===== src/rtl/program_loader.sv =====
// Boot-time program loader: collects a little-endian byte stream into 32-bit
// instruction words, writes each one into instruction memory, then pulses the CPU start.
module program_loader #(
    parameter int WORD_W    = 32,
    parameter int MAX_WORDS = 128,
    parameter int CNT_W     = 8
) (
    input  logic                         clk,
    input  logic                         rst,
    input  logic                         go,
    input  logic [CNT_W-1:0]             prog_len,
    input  logic                         byte_valid,
    input  logic [7:0]                   byte_data,
    output logic                         byte_ready,
    output logic                         load,
    output logic [WORD_W-1:0]            ins,
    output logic [$clog2(MAX_WORDS)-1:0] ins_adr,
    output logic                         start,
    output logic                         busy,
    output logic                         done,
    output logic                         err
);
    localparam int ADR_W = $clog2(MAX_WORDS);

    typedef enum logic [2:0] {IDLE, COLLECT, WRITE, START, DONE} state_t;

    state_t            state;
    logic [CNT_W-1:0]  len;
    logic [CNT_W-1:0]  word_cnt;
    logic [1:0]        byte_cnt;
    logic [WORD_W-1:0] asm_word;

    // Status flags are pure decodes of the state register, so they change
    // on the same edge as the state itself.
    assign byte_ready = (state == COLLECT);
    assign busy       = (state == COLLECT) || (state == WRITE) || (state == START);
    assign done       = (state == DONE);

    always_ff @(posedge clk) begin
        if (rst) begin
            state    <= IDLE;
            len      <= '0;
            word_cnt <= '0;
            byte_cnt <= '0;
            asm_word <= '0;
            load     <= 1'b0;
            start    <= 1'b0;
            ins      <= '0;
            ins_adr  <= '0;
            err      <= 1'b0;
        end else begin
            load  <= 1'b0;
            start <= 1'b0;
            case (state)
                IDLE, DONE: begin
                    if (go) begin
                        if (prog_len == '0 || prog_len > CNT_W'(MAX_WORDS)) begin
                            err   <= 1'b1;
                            state <= IDLE;
                        end else begin
                            err      <= 1'b0;
                            len      <= prog_len;
                            word_cnt <= '0;
                            byte_cnt <= '0;
                            state    <= COLLECT;
                        end
                    end
                end
                COLLECT: begin
                    if (byte_valid) begin
                        asm_word[{byte_cnt, 3'b000} +: 8] <= byte_data;
                        byte_cnt <= byte_cnt + 2'd1;
                        // Last byte goes straight into ins so load rises with WRITE.
                        if (byte_cnt == 2'd3) begin
                            load    <= 1'b1;
                            ins     <= {byte_data, asm_word[WORD_W-9:0]};
                            ins_adr <= word_cnt[ADR_W-1:0];
                            state   <= WRITE;
                        end
                    end
                end
                WRITE: begin
                    word_cnt <= word_cnt + CNT_W'(1);
                    byte_cnt <= '0;
                    if (word_cnt + CNT_W'(1) == len) begin
                        start <= 1'b1;
                        state <= START;
                    end else begin
                        state <= COLLECT;
                    end
                end
                START:   state <= DONE;
                default: state <= IDLE;
            endcase
        end
    end
endmodule


===== config.mk =====
export PLATFORM = sky130hd
export DESIGN_NAME = program_loader
export DESIGN_NICKNAME = d
export VERILOG_FILES = /design/src/rtl/program_loader.sv
export SDC_FILE = /design/constraint.sdc
export NUM_CORES = 1
export LEC_CHECK = 0
export BUFFER_PORTS_ARGS = -buffer_cell sky130_fd_sc_hd__buf_2
export CAP_MARGIN = 20
export CORE_UTILIZATION = 50
export CTS_CLUSTER_DIAMETER = 60
export CTS_CLUSTER_SIZE = 12
export DETAILED_ROUTE_END_ITERATION = 7
export MAX_ROUTING_LAYER = met4
export PLACE_DENSITY = 0.73
export SYNTH_ARGS = -nofsm -noshare
export SYNTH_HDL_FRONTEND = slang
export SYNTH_SLANG_ARGS = --single-unit

===== constraint.sdc =====
create_clock -name clk -period 2.4 [get_ports clk]
set_input_delay 0.48 -clock clk [delete_from_list [all_inputs] [get_ports clk]]
set_output_delay 0.48 -clock clk [all_outputs]
set_load 0.01 [all_outputs]

# [Word-level counts from Yosys, hierarchy flattened]
# Cells that the tools add are included.
[op_classes] bitwise=4 eq_ne=10 reduce_logical=17 n_addsub=3 n_lt_le_gt_ge=1 mux=17 n_div=0 mul=0 n_shift=2
[op_table] op="bitwise mux 32 bit" count=1
[op_table] op="variable shift 8 x 7 -> 32 bit, first input constant" count=1
[op_table] op="variable part select 8 x 7 -> 32 bit" count=1
[op_table] op="2-to-1 mux 8 bit" count=2
[op_table] op="case mux 8 bit (2 select lines)" count=1
[op_table] op="case mux 3 bit (4 select lines)" count=1
[op_table] op="AND reduction 3 bit" count=4
[op_table] op="2-to-1 mux 3 bit" count=3
[op_table] op="adder 8 x 1 -> 8 bit, second input constant" count=1
[op_table] op="equality test 8 bit" count=1
[op_table] op="greater-than comparator 8 bit, second input constant" count=1
[op_table] op="zero test 8 bit" count=1
[op_table] op="2-to-1 mux 2 bit" count=4
[op_table] op="negation 5 -> 7 bit" count=1
[op_table] op="equality test 3 x 2 -> 1 bit, second input constant" count=2
[op_table] op="!= test 2 bit, second input constant" count=3
[op_table] op="case mux 2 bit (3 select lines)" count=1
[op_table] op="2-to-1 mux 1 bit" count=4
[op_table] op="NOT 1 bit" count=4
[op_table] op="AND reduction 2 bit" count=2
[op_table] op="AND reduction 4 bit" count=1
[op_table] op="OR reduction 2 bit" count=2
[op_table] op="equality test 3 x 1 -> 1 bit, second input constant" count=1
[op_table] op="equality test 3 bit, second input constant" count=1
[op_table] op="8 further kinds" count=10
[word_totals] romBits=0 elab_cells=64 n_memories=0 input_bits=20 latchBits=0 ram_bits=0 regBits=95

# [Longest topological paths before layout]
# Gate-level depths: netlist of the first run.
[depth] ltp_word=5 depth_mapped=8 depth_no_buf=6

# [Worst setup path before layout of the first run]
# OpenSTA, ideal clock, no wires.
[synth_timing] path_type="register -> register" start="register byte_cnt[0]" end="register asm_word[0]" setup_slack_ns=0.702 path_stages_with_launch=6 arrival_ns=1.627 required_ns=2.330 n_path_buf=0 path_cell_list="dfxtp_1 inv_1 ha_1 nor3b_1 nand3_1 a21oi_1"
[synth_via] elab_chain_len=3 elab_cells_between_ends=4 cone_classes="add/sub: 1; shift: 2; mux: 1"
[synth_lines] item="start, declared" line_no="30" rtl="logic [1:0] byte_cnt;"
[synth_lines] item="start signal, assigned" line_no="72" rtl="byte_cnt <= byte_cnt + 2'd1;"
[synth_lines] item="negation 5 -> 7 bit (*)" line_no="71" rtl="asm_word[{byte_cnt, 3'b000} +: 8] <= byte_data;"
[synth_lines] item="variable part select 8 x 7 -> 32 bit / variable shift 8 x 7 -> 32 bit (equally long branches)" line_no="71"
[synth_lines] item="bitwise mux 32 bit (*)" line_no="71"
[synth_lines] item="end signal, assigned by index" line_no="71"
[synth_lines] item="end, declared" line_no="31" rtl="logic [WORD_W-1:0] asm_word;"
# Mark *: on every way between the ends. The rest lies on a longest branch, timed or not.
# A chain may end at the register's enable or synchronous reset.

# [Worst setup path in the final report of the first run]
[layout_timing] start="register state[0]" end="output done"
[layout_via] elab_chain_len=1
[layout_lines] item="start, declared" line_no="27" rtl="state_t state;"
[layout_lines] item="start signal, assigned" line_no="41" rtl="state <= IDLE;"
[layout_lines] item="start signal, assigned" line_no="59" rtl="state <= IDLE;"
[layout_lines] item="start signal, assigned" line_no="65" rtl="state <= COLLECT;"
[layout_lines] item="equality test 3 bit" line_no="37" rtl="assign done = (state == DONE);"
[layout_lines] item="end, declared" line_no="20" rtl="output logic done,"
# No other way between the ends.

==> impl_metrics.yaml, run 1 <==
drt:
  drtIter0Drc: 204
  ant_nets: 0
  viasPerCell: 5.33
  drc: 0
  vias: 3146
  drt_wl_total_mm: 7.95
  wl_per_cell_um: 13.5
  first_pass_iters: 4
floorplanning:
  die_h_um: 86.4
  coreArea_mm2: 0.00683
  initial_core_util_pct: 52.1
  num_io_pins: 65
  die_w_um: 86.4
  dieArea_mm2: 0.00746
  rows: 30
sta:
  finalSetupTns_ns: 0
  hold_violations: 0
  timing.final.crit_share_pct: 76.8
  finalCriticalPeriod_ns: 1.84
  rsz0062_at_grt: "no"
  tightest_slew_ns: 0.485
  fmax_mhz: 543
  finalSetupViolCount: 0
  relSlewSlack_pct: 67.2
  skew_ns: 0.00844
  final_max_slew_viol_count: 0
  final.setup.worst_slack_ns: 0.557
cts:
  post_cts_resize_count: 0
  postCtsSetupBuffers: 0
  cts_buffer_depth: 2
  holdBufCountCts: 0
  cts.reportedPaths.clkPinSlew_ns: 0.09
  cts_num_sinks: 87
  cts-buffers-inserted: 9
  cts-root-buf: "clkbuf_8"
  cts-htree-levels: 3
  tritoncts: "yes"
  clkLatencyLatePin_ns: 0.36
synth:
  ys.flop_type: "dfxtp_1"
  ys_async_sr_fraction_pct: 0
  syn_area_per_cell_um2: 8.24
  syn-num-nets: 458
  syn_area_mm2: 0.00356
  yosysWarnings: 0
  yosysUniqueCellTypes: 41
  yosysSeqAreaShare_pct: 48.9
  synth-edff-count: 0
  synthCells: 432
  ys_seq_elements: 87
flow_run:
  maxCapViolCount: 0
layout:
  nFillCells: 641
  fin_area_mm2: 0.00417
  final_cells: 590
  antenna_cells: 0
  area_delta_synth_final_pct: 17.0
  final_layout_size_suffix_gt1_share_pct: 19.8
  nNetsFinal: 515
grt:
  grt_pass1_vias: 2767
  antenna_found_initial: 0
  grt_max_degree: 51
  grt_remaining_overflow: 0
  grt_pass1_wl_mm: 13.1
  grt.total_usage_pct: 23.2
critical_path:
  cp.arrival_ns: 1.36
  r2r.worst_path.cells: 6
  slowest_stage: "dfxtp_1"
  endpoint_kind: "output port"
  crit_required_ns: 1.92
  max_stage_delay_ns: 0.36
  setup.worst_path.class: "flop to output port"
  critPathLaunchType: "flop"
  cp_max_fo: 5
  path_cells: "nor2_1 -> and2_1 -> buf_2"
power_and_ir_drop:
  power_uw: 2770
  irDropWorstVdd_mv: 0.363
  power.leakage_uw: 0.00166
  power_per_cell_area_mw_per_mm2: 664
min_path:
  whs_path_depth: 3
  hold_class: "input pin to flop"
outcome:
  status: "complete, no violations"
place:
  gp_congestion: 0.908
  dp_cells: 574
  io_buffers: 64
  dpl_cell_area_mm2: 0.00394
  dp_worst_setup_slack_ns: 0.537
  dp_hpwl_mm: 5.55
==> stage by stage <==
stage | hold slack (ns) | utilization [%]
global route | 0.377 | 61.0
detailed placement | 0.444 | 57.6
CTS | 0.351 | 61.0
floorplan | 0.432 | -
global placement | 0.440 | 57.6
finish | 0.367 | 61.0
==> critical path, delay by kind of cell, from the launching register on <==
kind,cells,cell delay [ns]
buf+inv,1,0.13
simple gates,2,0.52
flops,1,0.36
==> cells in the mapped netlist, types with 2 or more instances <==
cell	instances	area [um2]
a21oi_1	73	365
buf_4	4	30.0
a311oi_1	6	52.6
nor2b_1	2	12.5
dfxtp_1	87	1740
nor2_1	17	63.8
buf_6	2	22.5
nand3_1	28	140
inv_1	4	15.0
ha_1	6	75.1
xor2_1	2	17.5
xnor2_1	5	43.8
nand3b_1	4	30.0
nor3_1	3	15.0
nor3b_1	4	30.0
mux2i_1	8	80.1
o21ai_0	4	20.0
a41oi_1	3	26.3
nand2_1	114	428
and3_1	9	56.3
and2_1	2	12.5
buf_2	8	40.0
nand2b_1	5	31.3
clkbuf_1	15	56.3
==> state kept, by name, indices dropped and copies added (netlist names) <==
register,cells
ins,32
state,3
asm_word,24
word_cnt,8
len,8
ins_adr,7
start,1
err,1
load,1
byte_cnt,2
==> worst paths after layout <==
kind	slack (ns)	start	endpoint
worst max register to register	0.62	word_cnt[0]$_SDFFE_PP0P_	state[1]$_SDFFE_PP0P_
worst min-delay path	0.37	prog_len[2]	len[2]$_SDFFE_PP0P_
worst max-delay path	0.56	state[0]$_SDFFE_PP0P_	done
worst min register to register	0.45	ins[27]$_SDFFE_PP0P_	ins[27]$_SDFFE_PP0P_
==> cell families (layout without fill, tap and decap cells) <==
kind of cell | count (synthesis) | after routing | synth area share, %
and+or+nand+nor | 194 | 194 | 24.8
xor gates and xnor gates | 7 | 7 | 1.72
muxes | 8 | 8 | 2.25
AOI/OAI and AO/OA | 96 | 96 | 15.4
buffers and inverters | 34 | 96 | 4.74
DFF | 87 | 87 | 48.9
adders and majority gates | 6 | 6 | 2.11
==> cell type report <==
class / instances / area (um2) / area share [%]
Tap cell: 96 / 120 / 2.88
Clock buffer: 10 / 138 / 3.30
Timing Repair Buffer: 76 / 410 / 9.85
Clock inverter: 6 / 91.3 / 2.19
Sequential cell: 87 / 1740 / 41.8
Multi-Input combinational cell: 311 / 1650 / 39.6
Inverter: 4 / 15.0 / 0.360
==> placed cells by master, fill, tap and decap left out, types with 3 or more instances in the layout <==
| master | count |
|---|---|
| nor3_1 | 3 |
| nand3b_1 | 4 |
| ha_1 | 6 |
| a311oi_1 | 6 |
| a21oi_1 | 73 |
| inv_1 | 4 |
| clkbuf_8 | 10 |
| mux2i_1 | 8 |
| nor2_1 | 17 |
| xnor2_1 | 5 |
| dfxtp_1 | 87 |
| buf_4 | 12 |
| nand2b_1 | 5 |
| buf_2 | 64 |
| nor3b_1 | 4 |
| a41oi_1 | 3 |
| o21ai_0 | 4 |
| nand2_1 | 114 |
| and3_1 | 9 |
| nand3_1 | 28 |
==> per-layer routing <==
metal,global-route usage (%),vias to the layer above,routed length [um]
li1,-,1580,-
met1,31.3,1466,3690
met2,35.0,93,3700
met3,4.38,7,482
met4,8.18,0,77
met5,-,-,0
==> power by group <==
| group | leakage [uW] | switching, uW | internal (uW) |
|---|---|---|---|
| sequential | 0.000702 | 12.0 | 1460 |
| clock | 0.000117 | 535 | 622 |
| combinational | 0.000841 | 87.8 | 51.7 |
Power figures use the tool's default switching activity.
==> run 2: changes to the inputs <==
--- a/config.mk
+++ b/config.mk
@@ -5,6 +5,7 @@
 export SDC_FILE = /design/constraint.sdc
 export NUM_CORES = 1
 export LEC_CHECK = 0
+export ABC_AREA = 1
 export BUFFER_PORTS_ARGS = -buffer_cell sky130_fd_sc_hd__buf_2
 export CAP_MARGIN = 20
 export CORE_UTILIZATION = 50
@@ -12,7 +13,7 @@
 export CTS_CLUSTER_SIZE = 12
 export DETAILED_ROUTE_END_ITERATION = 7
 export MAX_ROUTING_LAYER = met4
-export PLACE_DENSITY = 0.73
+export PLACE_DENSITY = 0.75
 export SYNTH_ARGS = -nofsm -noshare
 export SYNTH_HDL_FRONTEND = slang
 export SYNTH_SLANG_ARGS = --single-unit
==> constraint.sdc (replaced) <==
create_clock -name clk -period 1.6 [get_ports clk]
set_input_delay 0.32 -clock clk [delete_from_list [all_inputs] [get_ports clk]]
set_output_delay 0.32 -clock clk [all_outputs]
set_load 0.01 [all_outputs]
==> run 2 against run 1 <==
Against the previous run:
- highest routed layer unchanged
- largest cell class unchanged
- power rose by 55%
- final cell count rose by 18%
- via count rose by 13%
- clock-buffer cell count rose by 1
==> impl_metrics.yaml, run 2 <==
synth:
  synthCells: 524
  synthTopCellsByCount: "nor2_1 (104), dfxtp_1 (87), a21oi_1 (83), nand2_1 (83), inv_1 (56)"
  synth_top_area_share_pct: 47.3
  ys_top_cells_by_area: "dfxtp_1 (47%), a21oi_1 (11%), nor2_1 (11%), nand2_1 (8.5%), inv_1 (5.7%)"
  yosysTopAreaCell: "dfxtp_1"
  ys.flop_type: "dfxtp_1"
  syn_area_mm2: 0.00369
  synth-edff-count: 0
  yosysSeqAreaShare_pct: 47.3
  synth_most_common_cell: "nor2_1"
  yosysUniqueCellTypes: 22
  ys_async_sr_fraction_pct: 0
  ys_seq_elements: 87
  syn-num-nets: 550
  syn_area_per_cell_um2: 7.03
  yosysWarnings: 0
cts:
  cts.reportedPaths.clkPinSlew_ns: 0.09
  cts_buffer_depth: 2
  cts_num_sinks: 87
  cts-htree-levels: 3
  cts-buffers-inserted: 9
  clkLatencyLatePin_ns: 0.37
  tritoncts: "yes"
  cts-root-buf: "clkbuf_8"
power_and_ir_drop:
  irDropWorstVdd_mv: 0.593
  p_sw_share_pct: 28.7
  power.leakage_uw: 0.00190
  pwr-share-comb_pct: 13.6
  clkPwrFrac_pct: 33.4
  seq_power_share_pct: 53.0
  power_per_cell_area_mw_per_mm2: 959
  power_uw: 4280
  p_int_uw: 3050
  p_switching_uw: 1230
sta:
  hold_ws_ns: 0.197
  fmax_mhz: 643
  relSlewSlack_pct: 81.9
  final_max_slew_viol_count: 0
  rsz0062_at_grt: "yes"
  timing.final.crit_share_pct: 97.2
  finalSetupViolCount: 0
  hold_violations: 0
  final.setup.worst_slack_ns: 0.0452
  skew_ns: 0.00681
  finalCriticalPeriod_ns: 1.55
  tightest_slew_ns: 0.271
drt:
  vias: 3556
  wl_per_cell_um: 12.2
  drc: 0
  drt_wl_total_mm: 8.54
  ant_nets: 0
  viasPerCell: 5.09
  first_pass_iters: 4
  drtIter0Drc: 192
place:
  gp_congestion: 0.895
  io_buffers: 64
  dp_worst_setup_slack_ns: -0.0234
  dp_hpwl_mm: 6.17
layout:
  top_register: "ins"
  largest_reg_flops: 32
  antenna_cells: 0
  largestRegisters: "ins: 32 flops, asm_word: 24 flops"
  final_common_cell: "nor2_1"
  area_delta_synth_final_pct: 21.2
  most-common-layout-cells: "nor2_1 (102), a21oi_1 (82), dfxtp_1 (80)"
  final_layout_size_suffix_gt1_share_pct: 21.1
  final_core_util_pct: 64.3
  nNetsFinal: 624
critical_path:
  critPathLaunchType: "flop"
  slowest_stage: "dfxtp_1"
  path_cells: "nor3_4 -> buf_4 -> buf_2"
  setup.worst_path.class: "flop to output port"
  cp.buffers_inverters: 2
  cp_max_fo: 4
  max_stage_delay_ns: 0.37
  cp.arrival_ns: 1.23
  crit_required_ns: 1.28
  timing.critical_path.max_delay_family: "flip-flops"
  endpoint_kind: "output port"
floorplanning:
  dieArea_mm2: 0.00772
  die_h_um: 87.9
  rows: 30
  coreArea_mm2: 0.00694
  die_w_um: 87.9
  initial_core_util_pct: 53.1
  num_io_pins: 65
grt:
  grt_remaining_overflow: 0
  grt_pass1_vias: 3125
  grt_pass1_wl_mm: 13.8
  antenna_found_initial: 0
  grt.total_usage_pct: 23.8
  grt_max_degree: 62
outcome:
  status: "complete, no violations"
min_path:
  hold_class: "input pin to flop"
flow_run:
  maxCapViolCount: 0
[run 2: routing by layer]
layer / share of wire [%] / wire (um) / track usage, % / vias up
met5: 0 / 0 / - / -
met2: 48 / 4120 / 40.7 / 92
li1: - / - / - / 1823
met1: 44 / 3720 / 27.2 / 1616
met4: 3.3 / 284 / 7.45 / 0
met3: 4.9 / 417 / 6.13 / 25
[run 2: worst paths after layout]
path	start	end	slack (ns)	cells after the start
max	state[2]$_SDFFE_PP0P_	byte_ready	0.05	3
min	prog_len[1]	len[1]$_SDFFE_PP0P_	0.20	3
max reg2reg	state[2]$_SDFFE_PP0P_	ins_adr[2]$_SDFFE_PP0P_	0.07	7
min reg2reg	asm_word[12]$_SDFFE_PP0P_	asm_word[12]$_SDFFE_PP0P_	0.46	2
[run 2: what timing repair did]
item / 4_1_cts / 5_1_grt
endpoints found under the hold margin: 0 / 0
gates resized for setup: 0 / 23
endpoints found under the setup margin: 0 / 44
hold buffers: 0 / 0
setup buffers: 0 / 0
[run 2: tightest hold or removal path: cells and delay by family]
kind / cells / cell delay (ns)
simple gates: 2 / 0.12
buf+inv: 1 / 0.09
[run 2: area by class of cell]
cell class / count / area, um2
clock buffer: 11 / 141
clock inverter: 5 / 41.3
fill: 640 / 2480
inverter: 58 / 218
multi-input combinational: 357 / 1690
sequential: 87 / 1750
tap: 96 / 120
timing repair buffer: 85 / 503
[run 2: logic make-up (layout without fill, tap and decap cells)]
group	count (synthesis)	after routing	synth area share, %
buf+inv	80	159	8.32
fa+ha+maj	6	6	2.04
flops	87	87	47.3
compound gates	112	112	15.3
simple gates	238	238	26.8
xor+xnor	1	1	0.238
[run 2: power by group through the flow]
stage / sequential, uW / combinational, uW / clock, uW
after floorplan: 2310 / 355 / 0
after global placement: 2310 / 547 / 0
after detailed placement: 2310 / 554 / 0
after CTS: 2260 / 556 / 1450
after global routing: 2280 / 653 / 1560
final: 2270 / 583 / 1430
[run 2: metrics by stage]
step	area, um2	instances	setup TNS (ns)
after floorplan	3690	524	0
after global placement	4220	683	-0.129
after detailed placement	4220	683	-0.0913
after CTS	4410	699	0
after global routing	4470	699	-0.119
final	4470	699	0
==> run 3: changes to the inputs <==
--- a/config.mk
+++ b/config.mk
@@ -9,6 +9,7 @@
 export BUFFER_PORTS_ARGS = -buffer_cell sky130_fd_sc_hd__buf_2
 export CAP_MARGIN = 20
 export CORE_UTILIZATION = 50
+export CTS_BUF_LIST = sky130_fd_sc_hd__clkbuf_4
 export CTS_CLUSTER_DIAMETER = 60
 export CTS_CLUSTER_SIZE = 12
 export DETAILED_ROUTE_END_ITERATION = 7
==> run 3 against run 2 <==
Against the previous run:
- the flow now finishes with violations (negative setup slack)
- critical path depth stayed put
- core utilization increased by 0.49 points
- via count up 0.87%
- clock-buffer cell count fell by 1
- final cell count rose by 0.86%
- critical path type unchanged
- critical endpoint unchanged
- largest cell class unchanged
- highest routed layer unchanged
==> impl_metrics.yaml, run 3 (synthesis gave the netlist of run 2 again) <==
critical_path:
  setup.worst_path.class: "flop to output port"
  r2r-end: "ins[14]$_SDFFE_PP0P_"
  cp.arrival_ns: 1.28
  cp_max_fo: 3
  critPathLaunchType: "flop"
  r2r.worst_path.cells: 7
  endpoint_kind: "output port"
  crit_required_ns: 1.28
  r2r-start: "state[2]$_SDFFE_PP0P_"
  r2r_slack_ns: 0.02
layout:
  final_layout_size_suffix_gt1_share_pct: 22.0
  nFillCells: 625
  fin_area_mm2: 0.00450
  most-common-layout-cells: "nor2_1 (102), a21oi_1 (81), nand2_1 (79), dfxtp_1 (79), buf_2 (63)"
  nNetsFinal: 630
  antenna_cells: 0
  final_common_cell: "nor2_1"
  seq_area_mm2: 0.00176
  final_core_util_pct: 64.8
  top_register: "ins"
  largest_reg_flops: 32
  area_delta_synth_final_pct: 22.1
  multiInputGateArea_mm2: 0.00171
  largestRegisters: "ins: 32 flops, asm_word: 24 flops"
cts:
  cts-buffers-inserted: 9
  cts.reportedPaths.clkPinSlew_ns: 0.14
  clkLatencyLatePin_ns: 0.44
  tritoncts: "yes"
  cts-htree-levels: 3
  cts_buffer_depth: 2
  cts-root-buf: "clkbuf_4"
  cts_num_sinks: 87
sta:
  final.setup.worst_slack_ns: -0.000556
  timing.final.crit_share_pct: 100
  finalCriticalPeriod_ns: 1.60
  skew_ns: 0.0161
  hold_ws_ns: 0.122
  fmax_mhz: 625
  final_max_slew_viol_count: 0
  rsz0062_at_grt: "yes"
  hold_violations: 0
  tightest_slew_ns: 0.282
  finalSetupViolCount: 1
  relSlewSlack_pct: 81.2
outcome:
  violations: "negative setup slack"
  status: "finished with violations"
grt:
  grt.total_usage_pct: 24.1
  grt_max_degree: 62
  antenna_found_initial: 0
  grt_pass1_vias: 3167
  grt_pass1_wl_mm: 14.0
  grt_remaining_overflow: 0
drt:
  wl_per_cell_um: 12.6
  viasPerCell: 5.09
  drtIter0Drc: 200
  drc: 0
  first_pass_iters: 5
  ant_nets: 0
  drt_wl_total_mm: 8.86
  vias: 3587
place:
  gp_congestion: 0.895
  io_buffers: 64
  dp_worst_setup_slack_ns: -0.0234
  dpl_cell_area_mm2: 0.00422
  dp_hpwl_mm: 6.17
floorplanning:
  num_io_pins: 65
  dieArea_mm2: 0.00772
  die_h_um: 87.9
  die_w_um: 87.9
  initial_core_util_pct: 53.1
  rows: 30
  coreArea_mm2: 0.00694
min_path:
  min_to: "len[1]$_SDFFE_PP0P_"
  whs_path_depth: 3
  hold_class: "input pin to flop"
  min_from: "prog_len[1]"
flow_run:
  maxCapViolCount: 0
power_and_ir_drop:
  power.leakage_uw: 0.00194
  power_per_cell_area_mw_per_mm2: 894
  irDropWorstVdd_mv: 0.687
## run 3: cell count changes in the layout (fill, tap and decap cells not counted), sizes merged
| cell | previous run | this run |
|---|---|---|
| buf | 85 | 90 |
| clkinv | 2 | 3 |
## run 3: per-layer routing
layer | global-route usage (%) | vias up | wire length (um)
met5 | - | - | 0
li1 | - | 1840 | -
met4 | 8.64 | 0 | 227
met2 | 40.3 | 105 | 4340
met3 | 6.41 | 16 | 411
met1 | 27.7 | 1626 | 3880
## run 3: how the worst max path moves through the flow
stage                          startpoint  slack, ns              endpoint
floorplan           state[0]$_SDFFE_PP0P_       0.07  ins[10]$_SDFFE_PP0P_
global placement              prog_len[0]      -0.04   len[7]$_SDFFE_PP0P_
global route        state[1]$_SDFFE_PP0P_      -0.05  ins[23]$_SDFFE_PP0P_
detailed placement            prog_len[4]      -0.02   len[7]$_SDFFE_PP0P_
CTS                 state[0]$_SDFFE_PP0P_     -0.008            byte_ready
finish              state[2]$_SDFFE_PP0P_    -0.0006            byte_ready
## run 3: final cells by class
cell class	count	share of cell area, %
clock buffer	10	1.67
clock inverter	6	1.00
inverter	58	4.84
multi-input combinational	357	38.0
sequential	87	39.0
tap	96	2.67
timing repair buffer	91	12.8
## run 3: critical path, cell delays in order (launching register included)
cell and delay (ns):
dfxtp_4 0.39, nor3_4 0.23, buf_6 0.14, buf_6 0.09
## run 3: timing repair
action	4_1_cts	5_1_grt
resized for setup	6	24
hold buffers	0	0
endpoints found under the setup margin	2	54
gates cloned	0	1
setup buffers	3	2
pin swaps	1	4
## run 3: through the flow
stage	setup TNS [ns]	cells	power (uW)
after floorplan	0	524	2660
after global placement	-0.129	683	2860
after detailed placement	-0.0913	683	2870
after CTS	-0.00831	702	3990
after global routing	-0.524	705	4230
final	-0.000556	705	4030
## run 3: where the power goes
group	switching (uW)	leakage [uW]	internal, uW
Sequential	40.7	0.000708	2230
Combinational	391	0.00117	241
Clock	781	0.0000606	342
